===== src/rtl/systolic_pkg.sv =====
// Shared definitions for the systolic tile sequencer.
//   SYS_N / SYS_DATA_W / SYS_ADDR_W : default array size, lane width, operand address width
//   state_e                         : sequencer states
//   FLUSH_LEN                       : wavefront drain length for the default array size
package systolic_pkg;

    localparam int unsigned SYS_N      = 4;
    localparam int unsigned SYS_DATA_W = 8;
    localparam int unsigned SYS_ADDR_W = 8;

    typedef enum logic [2:0] {
        IDLE   = 3'd0,
        CLEAR  = 3'd1,
        FEED   = 3'd2,
        FLUSH  = 3'd3,
        UNLOAD = 3'd4,
        DONE   = 3'd5
    } state_e;

    // Drain time: 1 memory latency + 2(N-1) skew/propagation + 1 MAC register.
    function automatic int unsigned flush_len(input int unsigned n);
        return 2 * n;
    endfunction

    localparam int unsigned FLUSH_LEN = 2 * SYS_N;

endpackage


===== src/rtl/systolic_tile_ctrl.sv =====
// Sequencer for one output-stationary N x N systolic matrix multiply C = A * B.
// Clears the accumulators, streams K operand addresses, drains the skewed
// wavefront, then presents the N result rows over a valid/ready handshake.
// Optional feature macro: SYSTOLIC_PERF_CNT_EN adds perf_cycles (busy cycles
// of the last completed operation, saturating).
// Ports:
//   clk, rst          : clock, asynchronous active-high reset
//   start, k_len      : command pulse and reduction length K (1..2**ADDR_W)
//   busy, done, err   : status; done/err are one-cycle pulses
//   mem_rd_en/addr    : operand read strobe and address k (A column k, B row k)
//   feed_valid        : read strobe delayed by the memory latency
//   pe_clear, pe_en   : accumulator clear and array shift/MAC enable
//   out_valid/ready   : result row handshake; out_row selects the array row
module systolic_tile_ctrl
    import systolic_pkg::*;
#(
    parameter int unsigned N      = SYS_N,
    parameter int unsigned DATA_W = SYS_DATA_W,
    parameter int unsigned ADDR_W = SYS_ADDR_W
) (
    input  logic                                  clk,
    input  logic                                  rst,
    input  logic                                  start,
    input  logic [ADDR_W:0]                       k_len,
    output logic                                  busy,
    output logic                                  done,
    output logic                                  err,
    output logic                                  mem_rd_en,
    output logic [ADDR_W-1:0]                     mem_rd_addr,
    output logic                                  feed_valid,
    output logic                                  pe_clear,
    output logic                                  pe_en,
    output logic                                  out_valid,
`ifdef SYSTOLIC_PERF_CNT_EN
    output logic [31:0]                           perf_cycles,
`endif
    input  logic                                  out_ready,
    output logic [((N > 1) ? $clog2(N) : 1)-1:0]  out_row
);

    localparam int unsigned ROW_W    = (N > 1) ? $clog2(N) : 1;
    localparam int unsigned FL_CYC   = flush_len(N);
    localparam int unsigned FL_W     = (FL_CYC > 1) ? $clog2(FL_CYC) : 1;

    state_e             state_q, state_d;
    logic [ADDR_W:0]    k_q, k_d;
    logic [ADDR_W-1:0]  addr_q, addr_d;
    logic [FL_W-1:0]    flush_q, flush_d;
    logic [ROW_W-1:0]   row_q, row_d;
    logic               err_q, err_d;
    logic               busy_q, done_q, pe_clear_q, pe_en_q;
    logic               mem_rd_en_q, feed_valid_q, out_valid_q;

    // Next-state and counter logic.
    always_comb begin
        state_d = state_q;
        k_d     = k_q;
        addr_d  = addr_q;
        flush_d = flush_q;
        row_d   = row_q;
        err_d   = 1'b0;
        case (state_q)
            IDLE: begin
                if (start) begin
                    if (k_len == '0) begin
                        err_d = 1'b1;
                    end else begin
                        state_d = CLEAR;
                        k_d     = k_len;
                    end
                end
            end
            CLEAR: begin
                state_d = FEED;
                addr_d  = '0;
            end
            FEED: begin
                // Compare one bit wider so K = 2**ADDR_W ends on all-ones, not on wrap.
                if ({1'b0, addr_q} == k_q - (ADDR_W+1)'(1)) begin
                    state_d = FLUSH;
                    addr_d  = '0;
                    flush_d = '0;
                end else begin
                    addr_d = addr_q + ADDR_W'(1);
                end
            end
            FLUSH: begin
                if (flush_q == FL_W'(FL_CYC - 1)) begin
                    state_d = UNLOAD;
                    flush_d = '0;
                    row_d   = '0;
                end else begin
                    flush_d = flush_q + FL_W'(1);
                end
            end
            UNLOAD: begin
                if (out_ready) begin
                    if (row_q == ROW_W'(N - 1)) begin
                        state_d = DONE;
                        row_d   = '0;
                    end else begin
                        row_d = row_q + ROW_W'(1);
                    end
                end
            end
            DONE: begin
                state_d = IDLE;
            end
            default: begin
                state_d = IDLE;
            end
        endcase
    end

    // State, counters and outputs; outputs are registered from the next state.
    always_ff @(posedge clk or posedge rst) begin
        if (rst) begin
            state_q      <= IDLE;
            k_q          <= '0;
            addr_q       <= '0;
            flush_q      <= '0;
            row_q        <= '0;
            err_q        <= 1'b0;
            busy_q       <= 1'b0;
            done_q       <= 1'b0;
            pe_clear_q   <= 1'b0;
            pe_en_q      <= 1'b0;
            mem_rd_en_q  <= 1'b0;
            feed_valid_q <= 1'b0;
            out_valid_q  <= 1'b0;
        end else begin
            state_q      <= state_d;
            k_q          <= k_d;
            addr_q       <= addr_d;
            flush_q      <= flush_d;
            row_q        <= row_d;
            err_q        <= err_d;
            busy_q       <= (state_d != IDLE);
            done_q       <= (state_d == DONE);
            pe_clear_q   <= (state_d == CLEAR);
            pe_en_q      <= (state_d == FEED) || (state_d == FLUSH);
            mem_rd_en_q  <= (state_d == FEED);
            feed_valid_q <= mem_rd_en_q;
            out_valid_q  <= (state_d == UNLOAD);
        end
    end

    assign busy        = busy_q;
    assign done        = done_q;
    assign err         = err_q;
    assign mem_rd_en   = mem_rd_en_q;
    assign mem_rd_addr = addr_q;
    assign feed_valid  = feed_valid_q;
    assign pe_clear    = pe_clear_q;
    assign pe_en       = pe_en_q;
    assign out_valid   = out_valid_q;
    assign out_row     = row_q;

`ifdef SYSTOLIC_PERF_CNT_EN
    logic [31:0] run_q, run_d, perf_q, perf_d;

    // run counts busy cycles of the current operation up to and including this one.
    always_comb begin
        run_d  = run_q;
        perf_d = perf_q;
        if (state_q == IDLE && state_d == CLEAR) begin
            run_d = 32'd1;
        end else if (state_q != IDLE && state_d != IDLE && run_q != '1) begin
            run_d = run_q + 32'd1;
        end
        if (state_d == DONE) begin
            perf_d = run_d;
        end
    end

    always_ff @(posedge clk or posedge rst) begin
        if (rst) begin
            run_q  <= '0;
            perf_q <= '0;
        end else begin
            run_q  <= run_d;
            perf_q <= perf_d;
        end
    end

    assign perf_cycles = perf_q;
`endif

endmodule


===== config.mk =====
export PLATFORM = sky130hd
export DESIGN_NAME = systolic_tile_ctrl
export DESIGN_NICKNAME = d
export VERILOG_FILES = /design/src/rtl/systolic_pkg.sv /design/src/rtl/systolic_tile_ctrl.sv
export SDC_FILE = /design/constraint.sdc
export NUM_CORES = 1
export LEC_CHECK = 0
export CORE_MARGIN = 4
export CORE_UTILIZATION = 52
export DETAILED_ROUTE_END_ITERATION = 10
export GPL_TIMING_DRIVEN = 0
export PLACE_DENSITY = 0.79
export RECOVER_POWER = 100
export REMOVE_ABC_BUFFERS = 1
export SETUP_SLACK_MARGIN = 0.3
export SYNTH_ARGS = -nofsm -noshare
export SYNTH_HDL_FRONTEND = slang
export SYNTH_SLANG_ARGS = --single-unit

===== constraint.sdc =====
create_clock -name clk -period 3.05 [get_ports clk]
set_clock_uncertainty 0.05 [all_clocks]
set_input_delay 0.7625 -clock clk [delete_from_list [all_inputs] [get_ports clk]]
set_output_delay 0.7625 -clock clk [all_outputs]
set_load 0.05 [all_outputs]

==> metrics.txt <==
site row count=20; DPL Wire Length=2.57 mm; Fin. Hold Viols=0; global route overflow=0; DR vias/cell=between 5 and 6; Clk Latency, worst-skew pair=0.34 ns; top-count cell post-synth=dfrtp_1; Max Fclk=about 0.37 GHz; crit path capture type=flip-flop; initial antenna violation count=0; Syn-to-layout area delta=20.5%; # setup viols final=0; Syn Inst Count=160; vias in the first global route=1289; H-tree depth=2; Nets=211; worst r2r dst=flush_q[0]$_DFFE_PP0P_; total CTS buffers=5; Yosys top cell area share=between 40% and 50%; R2R depth=8; share of post-route cells with drive strength above 1=10.8%; max incr delay on CP=0.56 ns; Cell Area, Placed=2060 sq um; largest net degree at the start of global routing=34; area of the core=3130 sq um; Routed WL=3.50 mm; top post-synthesis cells by area=dfrtp_1 (48%), xnor2_1 (4.5%), mux2_2 (3.9%), ha_1 (3.6%), nand2_1 (3.2%); Core Util, Final=between 60 and 70%; die height=65.8 um; Pleak=0.913 nW; maxcap violations=0; synth unique cells=48; post-layout min period=about 2.7 ns; WP data required=3.23 ns; period utilization=87.9%; Slew headroom=28.5%; Post-CTS Setup Inserts=0; number of fill cells in the layout=roughly 260; Detailed Route Iter0 Violations=53; Setup crit start kind=input pin; Yosys top cell by area=dfrtp_1; CP Max Fanout=13; final hold slack=roughly 0.33 ns; root buf cell=clkbuf_4; post-synthesis sequential area ratio=47.6%; slowest CP cell=dlygate4sd3_1; Worst IR Drop VDD=671 uV; Setup Crit Path Kind=in2reg; detailed-route via count=around 1300; residual DRC count=0; post-route antenna net violation count=0; global-route wire length before repair=5.95 mm; Hold EP=feed_valid$_DFF_PP0_; R2R Setup Slk=roughly 0.47 ns; number of synthesized flops with an enable pin=0; outcome=completed; Initial Util=55.5%; final instance area=2090 sq um; CP arrival=between 2 and 3 ns; total clock sinks=33; Syn Std Cell Area=1740 sq um; CTS Hold Bufs=0; post-DR wirelength/cell=14.7 um; actual slew at the worst max-slew pin=1.07 ns; CTS tree=built; Top FF cell, synth=dfrtp_1; Yosys reg bits=33; Clk pin slew, worst setup/hold paths=0.10 ns; hold path depth=0; GP Congestion=about 0.74; drt pass-1 iters=4; GRT Total Usage=18.5%; Die Width=~66 um; # IOs=31; count of pins over their slew limit=0; Max clock buf depth=2; min-delay src=mem_rd_en$_DFF_PP0_; Async SR Flop Fraction=100%; CP dominant cell by count=or3_1; RSZ-0062 raised after global routing=false; IO Port Bufs=30; Die ar.=about 4300 sq um; Synth top cells by count=dfrtp_1 (33), nand2_1 (15), o21ai_0 (10); # resized after CTS=0; Hold Path Class=reg2reg; syn avg cell area=around 11 sq um; ant diodes=0; Synth Warn #=0; FF-to-FF Start=k_q[0]$_DFFE_PP0P_; CP Cell Sequence=dlygate4sd3_1, nor4_1, nand3_1, nor2b_1, or3_1, or3_1; setup TNS=0 ns; Pwr Density=985 nW/um^2
[cell usage in the layout (no fill, tap or decap), types with 2 or more instances in the layout]
| cell type | instances |
|---|---|
| dfrtp_1 | 33 |
| dlygate4sd3_1 | 20 |
| nand2_1 | 15 |
| o21ai_0 | 10 |
| clkdlybuf4s50_1 | 10 |
| xnor2_1 | 9 |
| nor2_1 | 8 |
| nand3_1 | 7 |
| mux2_2 | 6 |
| inv_1 | 5 |
| ha_1 | 5 |
| clkbuf_4 | 5 |
| nor3b_1 | 4 |
| clkbuf_1 | 4 |
| xor2_1 | 3 |
| nor3_1 | 3 |
| a21oi_1 | 3 |
| nor2b_1 | 3 |
| nand3b_1 | 3 |
| or3_1 | 3 |
| nor4bb_1 | 2 |
| nand2b_1 | 2 |
| a21o_1 | 2 |
| and3_1 | 2 |
| a22o_1 | 2 |
[power by group]
part | total (mW) | internal [mW] | switching [mW]
Clock | 0.239 | 0.0918 | 0.148
Combinational | 1.03 | 0.437 | 0.592
Sequential | 0.792 | 0.592 | 0.200
[area by class of cell]
class                           instances  area [sq um]  share of cell area [%]
Multi-Input combinational cell        116           837                    40.0
Inverter                                6          22.5                    1.08
Clock buffer                            8          48.8                    2.33
Tap cell                               44          55.1                    2.63
Timing Repair Buffer                   31           304                    14.5
Sequential cell                        33           826                    39.5
[critical path: cells and delay by family]
| kind | cells | cell delay [ns] |
|---|---|---|
| buffers and inverters | 1 | 0.56 |
| AND/OR/NAND/NOR | 5 | 1.53 |
[registers in the layout, summed over array words and instances (netlist names)]
name and count:
out_row 2, done 1, out_valid 1, feed_valid 1, flush_q 3, pe_clear 1, mem_rd_en 1, state_q 3
busy 1, err 1, mem_rd_addr 8, pe_en 1, k_q 9
[metrics by stage]
stage,worst slack [ns],std cells,power (mW)
6_report,0.371,238,2.06
5_1_grt,0.270,238,2.21
4_1_cts,0.490,237,2.13
3_5_place_dp,0.0968,229,1.89
3_3_place_gp,0.191,229,1.84
2_1_floorplan,0.767,155,1.59
[kinds of logic after synthesis]
kind of cell | count (synthesis) | synth area share, %
xor gates and xnor gates | 13 | 6.99
buffers and inverters | 11 | 3.03
adders and majority gates | 5 | 3.60
and+or+nand+nor | 62 | 21.0
muxes | 7 | 4.75
DFF | 33 | 47.6
AOI/OAI and AO/OA | 29 | 13.0
[worst max path at each step]
stage / startpoint / endpoint / cells after the start
after floorplan: k_len[2] / busy$_DFF_PP0_ / 5
after global placement: k_len[2] / busy$_DFF_PP0_ / 6
after detailed placement: k_len[5] / busy$_DFF_PP0_ / 6
after CTS: mem_rd_addr[6]$_DFFE_PP0P_ / mem_rd_addr[6] / 1
after global routing: k_len[5] / busy$_DFF_PP0_ / 6
final: k_len[5] / busy$_DFF_PP0_ / 6
[per-layer routing]
| metal | wire length (um) | share of wire (%) | vias to the layer above | GRT usage [%] |
|---|---|---|---|---|
| met4 | 87 | 2.5 | 0 | 8.81 |
| met5 | 0 | 0 | - | 0 |
| met1 | 1540 | 44 | 636 | 23.1 |
| met2 | 1710 | 49 | 24 | 28.2 |
| met3 | 158 | 4.5 | 7 | 6.97 |
| li1 | - | - | 637 | - |
No activity file was read; power rests on OpenSTA's default activity.
